==> src/rtl/output_scheduler.sv <==
// rtl/output_scheduler.sv - buffers timed frames and presents each for its programmed duration
module output_scheduler #(
    parameter int BITS_W   = 42,
    parameter int ID_W     = 6,
    parameter int DUR_W    = 8,
    parameter int DEPTH    = 4,
    parameter int TICK_DIV = 1
) (
    input  logic                       clk,
    input  logic                       resetN,
    input  logic                       wrValid,
    output logic                       wrReady,
    input  logic [BITS_W-1:0]          wrBits,
    input  logic [ID_W+DUR_W-1:0]      wrIdAndDuration,
    input  logic                       enable,
    input  logic                       flush,
    output logic [BITS_W-1:0]          bitsOut,
    output logic [ID_W+DUR_W-1:0]      idAndDurationOut,
    output logic                       frameValid,
    output logic                       frameDone,
    output logic [$clog2(DEPTH):0]     count
);

    localparam int IDW = ID_W + DUR_W;
    localparam int AW  = $clog2(DEPTH);
    localparam int CW  = AW + 1;
    localparam int PW  = (TICK_DIV > 1) ? $clog2(TICK_DIV) : 1;

    typedef enum logic {IDLE, PLAY} state_t;

    state_t state, stateNext;

    logic [BITS_W-1:0] bitsMem  [DEPTH];
    logic [IDW-1:0]    idDurMem [DEPTH];
    logic [AW-1:0]     wrPtr, rdPtr;
    logic [PW-1:0]     prescaler;
    logic [DUR_W-1:0]  remaining;
    logic [DUR_W-1:0]  headDur;

    logic push, pop, tick;
    logic loadFrame, clearFrame, advance, expire;

    assign wrReady = (count != CW'(DEPTH));
    assign push    = wrValid && wrReady && !flush;
    assign pop     = loadFrame;
    assign tick    = (prescaler == PW'(TICK_DIV - 1));
    assign headDur = idDurMem[rdPtr][DUR_W-1:0];

    always_ff @(posedge clk or negedge resetN) begin
        if (!resetN) begin
            state <= IDLE;
        end else begin
            state <= stateNext;
        end
    end

    always_comb begin
        stateNext = state;
        if (flush) begin
            stateNext = IDLE;
        end else begin
            case (state)
                IDLE: if (enable && count != '0) stateNext = PLAY;
                PLAY: if (enable && tick && remaining == DUR_W'(1) && count == '0) stateNext = IDLE;
                default: stateNext = IDLE;
            endcase
        end
    end

    // Control strobes for the datapath; flush suppresses every one of them.
    always_comb begin
        loadFrame  = 1'b0;
        clearFrame = 1'b0;
        advance    = 1'b0;
        expire     = 1'b0;
        if (!flush) begin
            case (state)
                IDLE: loadFrame = enable && (count != '0);
                PLAY: begin
                    if (enable) begin
                        advance = 1'b1;
                        if (tick && remaining == DUR_W'(1)) begin
                            expire     = 1'b1;
                            loadFrame  = (count != '0);
                            clearFrame = (count == '0);
                        end
                    end
                end
                default: ;
            endcase
        end
    end

    always_ff @(posedge clk) begin
        if (push) begin
            bitsMem[wrPtr]  <= wrBits;
            idDurMem[wrPtr] <= wrIdAndDuration;
        end
    end

    always_ff @(posedge clk or negedge resetN) begin
        if (!resetN) begin
            wrPtr            <= '0;
            rdPtr            <= '0;
            count            <= '0;
            prescaler        <= '0;
            remaining        <= '0;
            bitsOut          <= '0;
            idAndDurationOut <= '0;
            frameValid       <= 1'b0;
            frameDone        <= 1'b0;
        end else if (flush) begin
            wrPtr            <= '0;
            rdPtr            <= '0;
            count            <= '0;
            prescaler        <= '0;
            remaining        <= '0;
            bitsOut          <= '0;
            idAndDurationOut <= '0;
            frameValid       <= 1'b0;
            frameDone        <= 1'b0;
        end else begin
            if (push) wrPtr <= wrPtr + AW'(1);
            if (pop)  rdPtr <= rdPtr + AW'(1);
            count     <= count + CW'(push) - CW'(pop);
            frameDone <= expire;
            if (loadFrame) begin
                bitsOut          <= bitsMem[rdPtr];
                idAndDurationOut <= idDurMem[rdPtr];
                frameValid       <= 1'b1;
                // A zero duration still shows the frame for one tick.
                remaining        <= (headDur == '0) ? DUR_W'(1) : headDur;
                prescaler        <= '0;
            end else if (clearFrame) begin
                bitsOut          <= '0;
                idAndDurationOut <= '0;
                frameValid       <= 1'b0;
                remaining        <= '0;
                prescaler        <= '0;
            end else if (advance) begin
                prescaler <= tick ? '0 : prescaler + PW'(1);
                if (tick) remaining <= remaining - DUR_W'(1);
            end
        end
    end

endmodule

==> config.mk <==
export PLATFORM = sky130hd
export DESIGN_NAME = output_scheduler
export DESIGN_NICKNAME = d
export VERILOG_FILES = /design/src/rtl/output_scheduler.sv
export SDC_FILE = /design/constraint.sdc
export NUM_CORES = 1
export LEC_CHECK = 0
export ABC_AREA = 1
export ABC_CLOCK_PERIOD_IN_PS = 4930
export BUFFER_PORTS_ARGS = -buffer_cell sky130_fd_sc_hd__buf_4
export CAP_MARGIN = 20
export CELL_PAD_IN_SITES_DETAIL_PLACEMENT = 1
export CELL_PAD_IN_SITES_GLOBAL_PLACEMENT = 2
export CORE_UTILIZATION = 40
export DETAILED_ROUTE_END_ITERATION = 10
export GPL_TIMING_DRIVEN = 0
export PLACE_DENSITY = 0.77
export SLEW_MARGIN = 20
export SYNTH_ARGS = -nofsm -noshare
export SYNTH_HDL_FRONTEND = slang
export SYNTH_SLANG_ARGS = --single-unit
==> constraint.sdc <==
create_clock -name clk -period 4.93 [get_ports clk]
set_clock_uncertainty 0.05 [all_clocks]
set_input_delay 0.7395 -clock clk [delete_from_list [all_inputs] [get_ports clk]]
set_output_delay 0.7395 -clock clk [all_outputs]
set_load 0.02 [all_outputs]
# Word-level counts from Yosys, hierarchy flattened
# Memory sizes are Yosys's and may differ from the RTL's.
# Index checks and enable logic that the tools add are counted.
# Widths: inputs -> output; s select.
[totals]
reg_bits = 75
mem_bits_rw = 224
input_bits = 61
out_inout_bits = 62
elab_cells = 85
mem_count = 2
[op_classes]
addsub = 6
n_eq_ne = 3
muxes = 46
n_bitwise = 2
n_reduce_logical = 16
[mem_list]
columns = ["name", "depth", "width", "read_ports", "rd_clocked_by_memory_dff", "wr", "line_no", "text"]
rows = [
  ["bitsMem", 4, 42, 1, 0, 1, "33", "logic [BITS_W-1:0] bitsMem [DEPTH];"],
  ["idDurMem", 4, 14, 1, 0, 1, "34", "logic [IDW-1:0] idDurMem [DEPTH];"],
]
[op_table]
columns = ["op", "count"]
rows = [
  ["$mux 42", 3],
  ["$mux 8", 6],
  ["$mux 14", 3],
  ["$mux 1", 27],
  ["$eq 8x1->1 const B", 1],
  ["$logic_not 8->1", 1],
  ["$mux 2", 4],
  ["$sub 8x1->8 const B", 1],
  ["$logic_and 1x1->1", 7],
  ["$reduce_bool 3->1", 2],
  ["$add 2x1->2 const B", 2],
  ["$ne 4x2->1 const B", 1],
  ["$pmux 1 s2", 2],
  ["$reduce_bool 2->1", 2],
  ["$reduce_bool 4->1", 1],
  ["$add 3x1->3", 1],
  ["$logic_not 3->1", 1],
  ["$mux 3", 1],
  ["$ne 3x3->1 const B", 1],
  ["$sub 3x1->3", 1],
  ["$not 1->1", 2],
  ["$reduce_and 2->1", 1],
  ["$add 1x1->1 const B", 1],
  ["$logic_not 1->1", 1],
]

# Longest topological paths before layout
[logic_depth]
ltp_word = 9
ltp_mapped = 14
ltp_nobuf = 13

# Least setup slack after synthesis
# No wires, ideal clock.
[synth_path]
kind = "input -> register"
startpoint = "input flush"
endpoint = "memory bitsMem[0][0], enable pin"
setup_time_ns = 0.470
t_arrival_ns = 3.538
required_ns = 4.410
setup_slack_ns = 0.873
path_stages = 4
n_path_buf = 1
path_cell_list = "clkbuf_1 -> nor2_1 -> inv_1 -> nor2_1"
[synth_between]
elab_chain_cells = 4
[synth_lines]
columns = ["item", "line_no", "text"]
rows = [
  ["start: declaration", "16", "input logic flush,"],
  ["$logic_not 1->1", "--", ""],
  ["$logic_and 1x1->1", "44", "assign push = wrValid && wrReady && !flush;"],
  ["$mux 1", "95", "if (push) begin"],
  ["$mux 1 (implied by the code)", "96", "bitsMem[wrPtr] <= wrBits;"],
  ["end: declaration", "33", ""],
]
# No other way between the ends.

# Worst setup path after layout
[layout_path]
startpoint = "register count[1]"
endpoint = "register count[2]"
[layout_between]
elab_chain_cells = 7
word_cells_on_any_way = 12
cone_classes = "add/sub (2); eq/ne (1); mux (5); reduce/logical (4)"
[layout_lines]
columns = ["item", "line_no", "text"]
rows = [
  ["start: declaration", "21", "output logic [$clog2(DEPTH):0] count"],
  ["start signal: assignment", "125", "count <= count + CW'(push) - CW'(pop);"],
  ["parallel branches: the longest is 5 deep, another holds $add 3x1->3", "--", ""],
  ["$sub 3x1->3 *", "125", ""],
  ["$mux 3 *", "112", "end else if (flush) begin"],
]
# Mark *: on every way between the ends.
# A chain may end at the register's enable or synchronous reset.

==> impl_summary.txt <==
----------------------------------------------------
[Route]
  Post-Route M1 WL ... 13900 um
  Vias per cell ... 5.17
  Iteration-0 DRC count of the detailed router ... 502
  Residual DRC count ... 0
  Routed wirelength normalized by instance count ... 20.2 um
  Drt first pass iters ... 5
  Residual antenna-violating net count after detailed routing ... 0
  Vias after detailed routing ... 7906
  Topmost layer with routed signal wires ... met5
  Detailed-routed wire length on met3 ... 1320 um
  Final wirelength ... 30900 um
  Routed wl met2 ... 15100 um

[STA]
  Number of max-slew violations in the final report ... 0
  Time the final worst path needs with I/O delays and setup ... 2.82 ns
  Share of the clock period used by the worst path ... 0.572
  Unrepaired setup endpoints after global routing ... false
  Hold_ws ... 0.246 ns
  Fmax ... 355 MHz
  Pin slew with the least headroom to its limit ... 0.778 ns
  Hold Violations, Final ... 0
  Final setup violation count ... 0
  Worst rel slew slack ... 0.482

[Global routing]
  Overflow left after global routing ... 0
  Global-route usage over all layers ... 0.213
  Via count of the first global-routing pass ... 8410
  Wire length of the first global-routing pass ... 48700 um
  Largest net degree at the start of global routing ... 75
  Initial antenna violation count ... 3

[Logic synthesis]
  Area fraction of the dominant cell type after synthesis ... 0.577
  Yosys warning total ... 0
  Ranking of synthesized cells by area ... sky130_fd_sc_hd__edfxtp_1 58%, sky130_fd_sc_hd__dfrtp_1 16%, sky130_fd_sc_hd__nand2_1 5.6%
  Synthesized cell area ... 0.0116 sq mm
  Gate count of the mapped netlist ... 952
  Post-synth ARST share ... 0.248
  Library cell with the largest summed area after synthesis ... sky130_fd_sc_hd__edfxtp_1
  Most repeated cell in the gate-level netlist after synthesis ... sky130_fd_sc_hd__edfxtp_1
  Number of flops mapped to enable cells by yosys ... 224
  Post-synthesis area per instance ... 12.2 sq um
  Most instantiated flip-flop cell in the synthesis netlist ... sky130_fd_sc_hd__edfxtp_1
  Distinct cell type count of the synthesized netlist ... 30
  Net count after synthesis ... 1022
  Flip-flop and latch count after synthesis ... 298
  Most common library cells after synthesis ... 224 x sky130_fd_sc_hd__edfxtp_1, 174 x sky130_fd_sc_hd__nand2_1, 121 x sky130_fd_sc_hd__nor2_1
  Portion of the post-synthesis area used by sequential elements ... 0.736

[Worst setup path]
  Critical Path Slowest Stage Cell ... sky130_fd_sc_hd__dfrtp_1
  Critical Path End Type ... register
  Nature of the critical path startpoint ... register
  Worst R2R Setup Slack ... 2.11 ns
  Cell-by-cell trace of the critical path ... nor2_1 > nand2_1 > inv_2 > nor2_2 > nand3_4 > inv_2 > buf_2 > ha_1 > inv_1 > ha_1 > inv_1 > fa_1 > o21ai_0 > a21oi_1
  R2R depth ... 14
  Reg2Reg Launch Point ... count[1]
  Crit path required time ... 5.27 ns
  Kind of critical path ... register to register
  Crit Reg-Reg Endpoint ... count[2]
  Data arrival time of the critical path ... 3.15 ns
  Peak per-stage delay on the critical path ... 0.45 ns
  CP Max Fanout ... 10

[Worst hold path]
  Min-Delay Path Class ... input pin to async pin

[Placed design]
  Number of buffer cells added on primary ports ... 121
  Routability cong. ... 0.795
  DP HPWL ... 19700 um

[Power]
  Seq pwr share ... 0.418
  Switching share of power ... 0.323
  Leakage power figure ... 5.79 nW
  Worst supply voltage drop on vdd ... 238 uV
  Clock network power share ... 0.325
  Power per Cell Area ... 524 mW/mm^2
  Fraction of power consumed by combinational cells ... 0.257
  Switching power summed over all nets ... 2.43 mW
  Cell-internal power ... 5.09 mW

[Clock tree]
  Max Root-Sink Buffers ... 3
  Number of hold buffers added after cts ... 0
  Number of setup buffers added after CTS ... 0
  Total number of H-tree levels ... 2
  Clock slew seen by the registers of the worst setup and hold paths ... 0.06 ns
  CTS-repair resized insts ... 0
  TritonCTS clock tree ... built
  Master cell of the clock root buffer ... sky130_fd_sc_hd__clkbuf_16
  Total CTS buffers ... 35
  Total number of clock tree sinks ... 298
  Clock latency on the worst-skew pair ... 0.51 ns

[Floorplan]
  Die Span X ... 173 um
  Die footprint ... 0.0298 sq mm
  Height of the die ... 173 um
  Area of the core ... 0.0287 sq mm
  Std-Cell Rows ... 62
  Initial standard-cell utilization of the core ... 0.406
  Number of top-level pins ... 123

[Outcome]
  Status ... finished clean

[Flow run]
  # Max-Cap Violations ... 0

[Finish]
  Syn-to-layout area delta ... 23.2%
  Core utilization of the finished layout ... 0.500
  Share of final-layout standard cells stronger than drive strength 1 ... 0.182
  Number of fill cells in the layout ... 3054
  Post-layout nets ... 1189

----------------------------------------------------
[metal layers]
layer | vias to the layer above | GRT usage
li1 | 3702 | -
met4 | 2 | 0.0631
met2 | 179 | 0.358
met5 | - | 0
met1 | 3972 | 0.287
met3 | 51 | 0.0312
[layout by cell type, fill, tap and decap left out, types with 4 or more instances in the layout]
| master | synthesis | routed |
|---|---|---|
| sky130_fd_sc_hd__edfxtp_1 | 224 | 224 |
| sky130_fd_sc_hd__o22ai_1 | 49 | 49 |
| sky130_fd_sc_hd__dfrtp_1 | 74 | 74 |
| sky130_fd_sc_hd__o21ai_0 | 86 | 86 |
| sky130_fd_sc_hd__buf_4 | 3 | 123 |
| sky130_fd_sc_hd__nor2_1 | 121 | 117 |
| sky130_fd_sc_hd__buf_12 | 0 | 6 |
| sky130_fd_sc_hd__a21oi_1 | 6 | 6 |
| sky130_fd_sc_hd__nand4_1 | 5 | 5 |
| sky130_fd_sc_hd__xor2_1 | 4 | 4 |
| sky130_fd_sc_hd__nand3_1 | 87 | 87 |
| sky130_fd_sc_hd__ha_1 | 8 | 8 |
| sky130_fd_sc_hd__buf_2 | 8 | 8 |
| sky130_fd_sc_hd__clkinv_2 | 0 | 6 |
| sky130_fd_sc_hd__clkbuf_16 | 0 | 37 |
| sky130_fd_sc_hd__nand2_1 | 174 | 174 |
| sky130_fd_sc_hd__clkbuf_1 | 38 | 50 |
| sky130_fd_sc_hd__buf_6 | 6 | 7 |
| sky130_fd_sc_hd__o21ai_1 | 16 | 16 |
| sky130_fd_sc_hd__inv_1 | 24 | 24 |
| sky130_fd_sc_hd__nor2_4 | 0 | 4 |
[sequential cells by signal, summed over array words and instances (netlist names)]
signal	cells
wrPtr	2
idDurMem	56
rdPtr	2
idAndDurationOut	14
count	3
bitsOut	42
frameDone	1
bitsMem	168
state	1
remaining	8
frameValid	1
[metrics by stage]
step                      total power, mW  worst slack (ns)  instance area (sq um)  std cells  TNS [ns]
after floorplan                      4.33             0.873                  11600        952         0
after global placement               5.08             -1.61                  13000       1457   -320.69
after detailed placement             5.14              1.79                  13300       1466         0
after CTS                            7.60              2.10                  14300       1527         0
after global routing                 7.89              1.93                  14400       1529         0
final                                7.52              2.11                  14400       1529         0
[worst max-delay path by stage]
stage	startpoint	end	slack, ns	cells past startpoint
floorplan	flush	bitsMem[0][0]	0.87	4
global placement	flush	bitsMem[3][16]	-1.61	4
detailed placement	flush	count[2]	1.79	12
CTS	count[1]	count[2]	2.10	14
global route	count[1]	count[2]	1.93	14
finish	count[1]	count[2]	2.11	14
[power groups by stage]
stage / Clock (mW) / Combinational (mW) / Sequential [mW]
6_report: 2.45 / 1.93 / 3.14
5_1_grt: 2.57 / 2.14 / 3.18
4_1_cts: 2.49 / 1.96 / 3.15
3_5_place_dp: 0 / 1.95 / 3.19
3_3_place_gp: 0 / 1.88 / 3.20
2_1_floorplan: 0 / 0.987 / 3.34
[cell type report]
cell class,instances,area [sq um],area share
plain buffers,56,277,0.0193
inverters,26,97.6,0.00680
repair buffers,130,1110,0.0776
clock inverters,10,78.8,0.00549
diodes,2,5.00,0.000349
clock buffers,51,998,0.0695
well taps,384,480,0.0335
flip-flops and latches,298,8580,0.597
multi-input cells,572,2730,0.190
[worst max-delay path: cells and delay by family (launching register included)]
family                   cells  cell delay [ns]
flip-flops                   1             0.45
adder cells (fa/ha/maj)      3             0.77
buffers and inverters        5             0.53
AO/OA/AOI/OAI                2             0.23
AND/OR/NAND/NOR              4             0.65
[kinds of logic after synthesis]
group	Yosys count	share of synthesized area
compound gates	161	0.0761
xor+xnor	6	0.00451
fa+ha+maj	9	0.0103
buf+inv	82	0.0321
flops	298	0.736
simple gates	396	0.141
No activity file was read; power rests on OpenSTA's default activity.
